<file path="src/rtl/change_dispenser_module.sv">
// Change dispenser: pays out owed change one coin at a time through a
// request/acknowledge handshake with the coin hopper, then pulses the brewer.
// A hopper that never acknowledges a request parks the block in a sticky
// fault state that only reset clears.
module change_dispenser_module #(
    parameter int COIN_W      = 4,
    parameter int ACK_TIMEOUT = 16
) (
    input  logic              clk,
    input  logic              rst,
    input  logic [COIN_W-1:0] change,
    input  logic              enable,
    input  logic              hopper_ready,
    input  logic              hopper_ack,
    output logic              coin_req,
    output logic [COIN_W-1:0] coins_left,
    output logic              busy,
    output logic              brew_start,
    output logic              done,
    output logic              fault
);

    // The counter only ever has to reach ACK_TIMEOUT-1.
    localparam int               TMR_W    = $clog2(ACK_TIMEOUT);
    localparam logic [TMR_W-1:0] TMR_LAST = TMR_W'(ACK_TIMEOUT - 1);

    typedef enum logic [2:0] {
        S_IDLE,
        S_WAIT_RDY,
        S_REQ,
        S_GAP,
        S_BREW,
        S_DONE,
        S_FAULT
    } state_t;

    state_t            state_q, state_d;
    logic [COIN_W-1:0] coins_left_q, coins_left_d;
    logic [TMR_W-1:0]  timer_q, timer_d;
    logic              enable_q, enable_d;
    logic              accept;

    // Next-state, coin bookkeeping and the request timeout counter.
    always_comb begin
        state_d      = state_q;
        coins_left_d = coins_left_q;
        timer_d      = '0;
        enable_d     = enable;
        accept       = enable & ~enable_q & (state_q == S_IDLE);

        case (state_q)
            S_IDLE: begin
                if (accept) begin
                    coins_left_d = change;
                    state_d      = (change == '0) ? S_BREW : S_WAIT_RDY;
                end
            end
            S_WAIT_RDY: begin
                if (hopper_ready) begin
                    state_d = S_REQ;
                end
            end
            S_REQ: begin
                // An acknowledge in the same cycle as the timeout still counts.
                if (hopper_ack) begin
                    coins_left_d = coins_left_q - COIN_W'(1);
                    state_d      = S_GAP;
                end else if (timer_q == TMR_LAST) begin
                    state_d = S_FAULT;
                end else begin
                    timer_d = timer_q + TMR_W'(1);
                end
            end
            S_GAP: begin
                state_d = (coins_left_q == '0) ? S_BREW : S_WAIT_RDY;
            end
            S_BREW: begin
                state_d = S_DONE;
            end
            S_DONE: begin
                state_d = S_IDLE;
            end
            S_FAULT: begin
                state_d = S_FAULT;
            end
            default: begin
                state_d = S_IDLE;
            end
        endcase
    end

    // State, counters and enable history; enable history resets high so a
    // level held through reset is not mistaken for a fresh purchase.
    always_ff @(posedge clk) begin
        if (rst) begin
            state_q      <= S_IDLE;
            coins_left_q <= '0;
            timer_q      <= '0;
            enable_q     <= 1'b1;
        end else begin
            state_q      <= state_d;
            coins_left_q <= coins_left_d;
            timer_q      <= timer_d;
            enable_q     <= enable_d;
        end
    end

    // Moore decode of the actuator and status outputs.
    always_comb begin
        coin_req   = (state_q == S_REQ);
        busy       = (state_q != S_IDLE) && (state_q != S_FAULT);
        brew_start = (state_q == S_BREW);
        done       = (state_q == S_DONE);
        fault      = (state_q == S_FAULT);
        coins_left = coins_left_q;
    end

endmodule

</file>
<file path="config.mk">
export PLATFORM = sky130hd
export DESIGN_NAME = change_dispenser_module
export DESIGN_NICKNAME = d
export VERILOG_FILES = /design/src/rtl/change_dispenser_module.sv
export SDC_FILE = /design/constraint.sdc
export NUM_CORES = 1
export LEC_CHECK = 0
export ABC_AREA = 1
export BUFFER_PORTS_ARGS = -buffer_cell sky130_fd_sc_hd__buf_2
export CAP_MARGIN = 10
export CORE_MARGIN = 2
export CORE_UTILIZATION = 44
export DETAILED_ROUTE_END_ITERATION = 10
export HOLD_SLACK_MARGIN = 0.08
export PLACE_DENSITY = 0.68
export REMOVE_ABC_BUFFERS = 1
export SKIP_CTS_REPAIR_TIMING = 1
export SLEW_MARGIN = 5
export SYNTH_ARGS = -nofsm -noshare
export SYNTH_HDL_FRONTEND = slang
export SYNTH_SLANG_ARGS = --single-unit
</file>
<file path="constraint.sdc">
create_clock -name clk -period 1.55 [get_ports clk]
set_input_delay 0.2325 -clock clk [delete_from_list [all_inputs] [get_ports clk]]
set_output_delay 0.2325 -clock clk [all_outputs]
set_load 0.02 [all_outputs]
</file>
Yosys cells after proc, flatten, opt, wreduce, memory -nomap -nowiden
Index checks and enable logic that the tools add are counted.

Add/subtract/negate cells: 2. Multiply operators: 0. Divide/modulo/power cells: 0. Order comparisons: 0. Equal/unequal tests: 12. Shift operators: 0. Muxes and demuxes: 10. Bitwise gates (word level): 4. Reductions and logical operators: 9.

Operator list (count): $mux 3 (6); $pmux 3 s6 (1); $eq 3x3->1 const B (3); $logic_not 4->1 (2); $mux 4 (2); $pmux 4 s2 (1); $eq 3x2->1 const B (2); $ne 2x2->1 const B (3); $reduce_and 3->1 (2); $add 4x1->4 const B (1); $eq 4x4->1 const B (1); $reduce_or 4->1 (1); $sub 4x1->4 const B (1); $eq 3x1->1 const B (1); $logic_not 3->1 (1); $ne 3x2->1 const B (1); $ne 3x3->1 const B (1); $reduce_bool 3->1 (1); $and 1x1->1 (2); $not 1->1 (2); $reduce_bool 2->1 (1); $logic_and 1x1->1 (1).

Bits in registers: 12. Latch bits: 0. Bits in writable memories: 0. Memory bits (read-only): 0. Bits of input ports: 9. Output and inout bits: 9. Memories: 0.

Depth between registers and ports, before layout
Depth after elaboration: 5. Depth in mapped cells: 8. Depth with buffers taken out: 8.

Least setup slack after synthesis
OpenSTA, ideal clock, no wires.

Path type: register to register. From: reg coins_left_q[0], in the netlist coins_left[0]. To: reg coins_left_q[2], in the netlist coins_left[2]. Setup time: 116 ps. Arrival time: 1186 ps. Required time: 1434 ps. Slack: 249 ps. Cell stages (with the launch flop): 9. Path buffers: 0. Clock period less this slack: 1301 ps. Cell sequence: dfxtp_1 inv_1 ha_1 nand2_1 inv_1 o21ai_0 nand2_1 nor2_1 nor2_1.

Word-level cells in the longest chain between the ends: 3.

RTL lines: from (decl) (RTL line 38) `logic [COIN_W-1:0] coins_left_q, coins_left_d;`; from (signal assigned) (RTL line 102) `coins_left_q <= coins_left_d;`; $sub 4x1->4 (RTL line 66) `coins_left_d = coins_left_q - COIN_W'(1);`; $mux 4 (RTL line 65) `if (hopper_ack) begin`; $pmux 4 s2 (RTL line 51) `case (state_q)`.

No other way between the ends. The select of a mux whose other input is x is not followed. A chain may end at the register's enable or synchronous reset.

Final worst setup path
From: reg state_q[1]. To: out busy.

Word-level cells in the longest chain between the ends: 2.

RTL lines: from (decl) (RTL line 37) `state_t state_q, state_d;`; from (signal assigned) (RTL line 101) `state_q <= state_d;`; $ne 3x3->1 or $reduce_bool 3->1 (tied branches) (RTL line 111) `busy = (state_q != S_IDLE) && (state_q != S_FAULT);`; $logic_and 1x1->1 (*) (RTL line 111); to (decl) (RTL line 17) `output logic busy,`.

Mark *: on every way between the ends. The rest lies on a longest branch, timed or not.

==> metrics.txt <==
IO Pins 18; CTS Buf Count 3; internal power 0.707 mW; CP max stage cell dfxtp_1; vias in the first global route 613; initial antenna violation count 0; Global Route Usage Sum 0.165; Routed WL 1.46 mm; synth unique cells 23; first-pass GRT wire length 2.44 mm; crit path capture type output port; Combinational Power Share 0.532; die width 45.3 um; RD Place Congestion 0.818; Die ar. 2050 um2; largest net degree at the start of global routing 10; FF+latch count, synth 12; dominant cell type by area after synthesis dfxtp_1; crit path launch type flip-flop; Top delay family on crit path flip-flops; placed insts 149; FMAX 678 MHz; nets@finish 149; DR WL/cell 9.63 um; synth warn 0; post-synthesis sequential area ratio 0.321; FP Rows 14; DRC 0; worst min-delay path class primary input to flip-flop; H-tree depth 1; final total power 1.34 mW; Clk pin slew, worst setup/hold paths 0.07 ns; Data required, critical path 1.32 ns; post-synth top area share 0.321; later-pin clock latency in the skew report 0.27 ns; via count 729; Period minus WS final 1.47 ns; outcome finished clean; Power Density 1520 nW/um2; Worst Path Max Fanout 6; worst-path cell chain nor2_2 -> nand2_1 -> inv_1 -> nor2_1 -> buf_2; final setup fails 0; crit path buf inv count 2; deepest clock path buffer count 2; Worst Setup Path Type flip-flop to output port; Psw 0.630 mW; die height 45.3 um; TritonRoute pass-1 iters 4; CTS tree yes; Async S/R FF share, synth 0; final slew viol count 0; DRT iter0 DRCs 15; top post-synthesis cells by area dfxtp_1 (32%), nand2_1 (13%), nor2_1 (12%); Worst Tran Pin Value 0.270 ns; HPWL Detailed 1.22 mm; clock sinks 12; ratio of cells with drive above 1 in the final layout 0.235; fin cells 152; EDFF count, synth 0; CTS root buf clkbuf_4; sw frac 0.471; Via density 4.80; dominant cell by count in the synthesized netlist nand2_1; syn avg cell area 6.46 um2; Worst EP arrival 1.24 ns; Mapped Cells 116; Worst slew margin 0.820; setup TNS 0 ns; initial core utilization 0.481; LEAKAGE 0.473 nW; Tcrit/Tclk final 0.951; Largest stage delay, worst path 0.47 ns; core area 1560 um2; worst vdd ir 0.666 mV; top_reg_cell synth dfxtp_1; Seq pwr share 0.334; final core utilization 0.564; Overflow after GRT 0; IO buf count 17; Clock Skews 0.00413 ns; Area Growth Syn to Fin 17.4%; synthesized area 749 um2; final hold vios 0; final antenna-violating net count 0; top post-synthesis cells by count nand2_1 (25), nor2_1 (23), inv_1 (18), dfxtp_1 (12), o21ai_0 (10); clock network power share 0.134; RSZ-0062 raised after global routing false; ANT cells 0; max-cap viol count 0
power by group through the flow:
stage          clock (mW)  sequential (mW)  combinational [mW]
2_1_floorplan           0            0.488               0.498
3_3_place_gp            0            0.447               0.703
3_5_place_dp            0            0.450               0.716
4_1_cts             0.190            0.443               0.719
5_1_grt             0.195            0.457               0.805
6_report            0.179            0.447               0.712
metrics by stage:
step                      setup slack, ns  area, um2  hold WS (ns)
after floorplan                     0.249        749         0.302
after global placement              0.311        855         0.421
after detailed placement            0.267        855         0.430
after CTS                          0.0369        877         0.145
after global routing              0.00999        880         0.162
final                              0.0761        880         0.153
logic make-up after synthesis:
logic type	synth area share
xor gates and xnor gates	0.0117
adders and majority gates	0.0334
DFF	0.321
buffers and inverters	0.109
and+or+nand+nor	0.436
AOI/OAI and AO/OA	0.0902
metal layers:
| layer | up-vias | GRT usage | wire, um |
|---|---|---|---|
| li1 | 403 | - | - |
| met1 | 301 | 0.215 | 708 |
| met2 | 21 | 0.254 | 642 |
| met3 | 4 | 0.0120 | 76 |
| met4 | 0 | 0.124 | 36 |
| met5 | - | 0 | 0 |
registers in the layout (all words and copies together), names as in the netlist:
| signal | count |
|---|---|
| coins_left | 4 |
| timer_q | 4 |
| state_q | 3 |
| enable_q | 1 |
tightest hold or removal path, cell delays in order:
cell and delay (ns):
buf_2 0.09, inv_1 0.03, nand2_1 0.04
placed cells by master (no fill, tap or decap):
| master | Yosys | routed |
|---|---|---|
| ha_1 | 2 | 2 |
| nor2_4 | 1 | 1 |
| and2_1 | 1 | 1 |
| inv_4 | 1 | 1 |
| inv_1 | 18 | 18 |
| nand4_1 | 2 | 2 |
| nand2_2 | 1 | 1 |
| inv_2 | 2 | 2 |
| nor2_2 | 1 | 2 |
| nor3_1 | 1 | 1 |
| a21oi_1 | 2 | 2 |
| nor3b_2 | 1 | 1 |
| buf_2 | 0 | 17 |
| o21ai_0 | 10 | 10 |
| nor2_1 | 23 | 22 |
| clkbuf_4 | 0 | 3 |
| nand3_1 | 6 | 6 |
| nand2_1 | 25 | 25 |
| xor2_1 | 1 | 1 |
| o211ai_1 | 1 | 1 |
| dfxtp_1 | 12 | 12 |
| nand2_4 | 1 | 1 |
| nand3_2 | 2 | 2 |
| nand3_4 | 1 | 1 |
| nand3b_1 | 1 | 1 |
worst paths after layout:
path | from | to | slack (ns) | cells past startpoint
max | state_q[1]$_SDFFE_PP0P_ | busy | 0.08 | 5
min | enable | enable_q$_SDFF_PP1_ | 0.15 | 3
max reg2reg | timer_q[0]$_SDFF_PP0_ | state_q[1]$_SDFFE_PP0P_ | 0.27 | 7
min reg2reg | timer_q[0]$_SDFF_PP0_ | timer_q[0]$_SDFF_PP0_ | 0.45 | 1
layout make-up:
class / count / area (um2)
flip-flops and latches: 12 / 240
fillers: 166 / 679
inverters: 21 / 81.3
multi-input cells: 83 / 430
clock buffers: 3 / 22.5
repair buffers: 17 / 85.1
well taps: 16 / 20.0
Note: power is estimated with default switching activity, not from simulation.
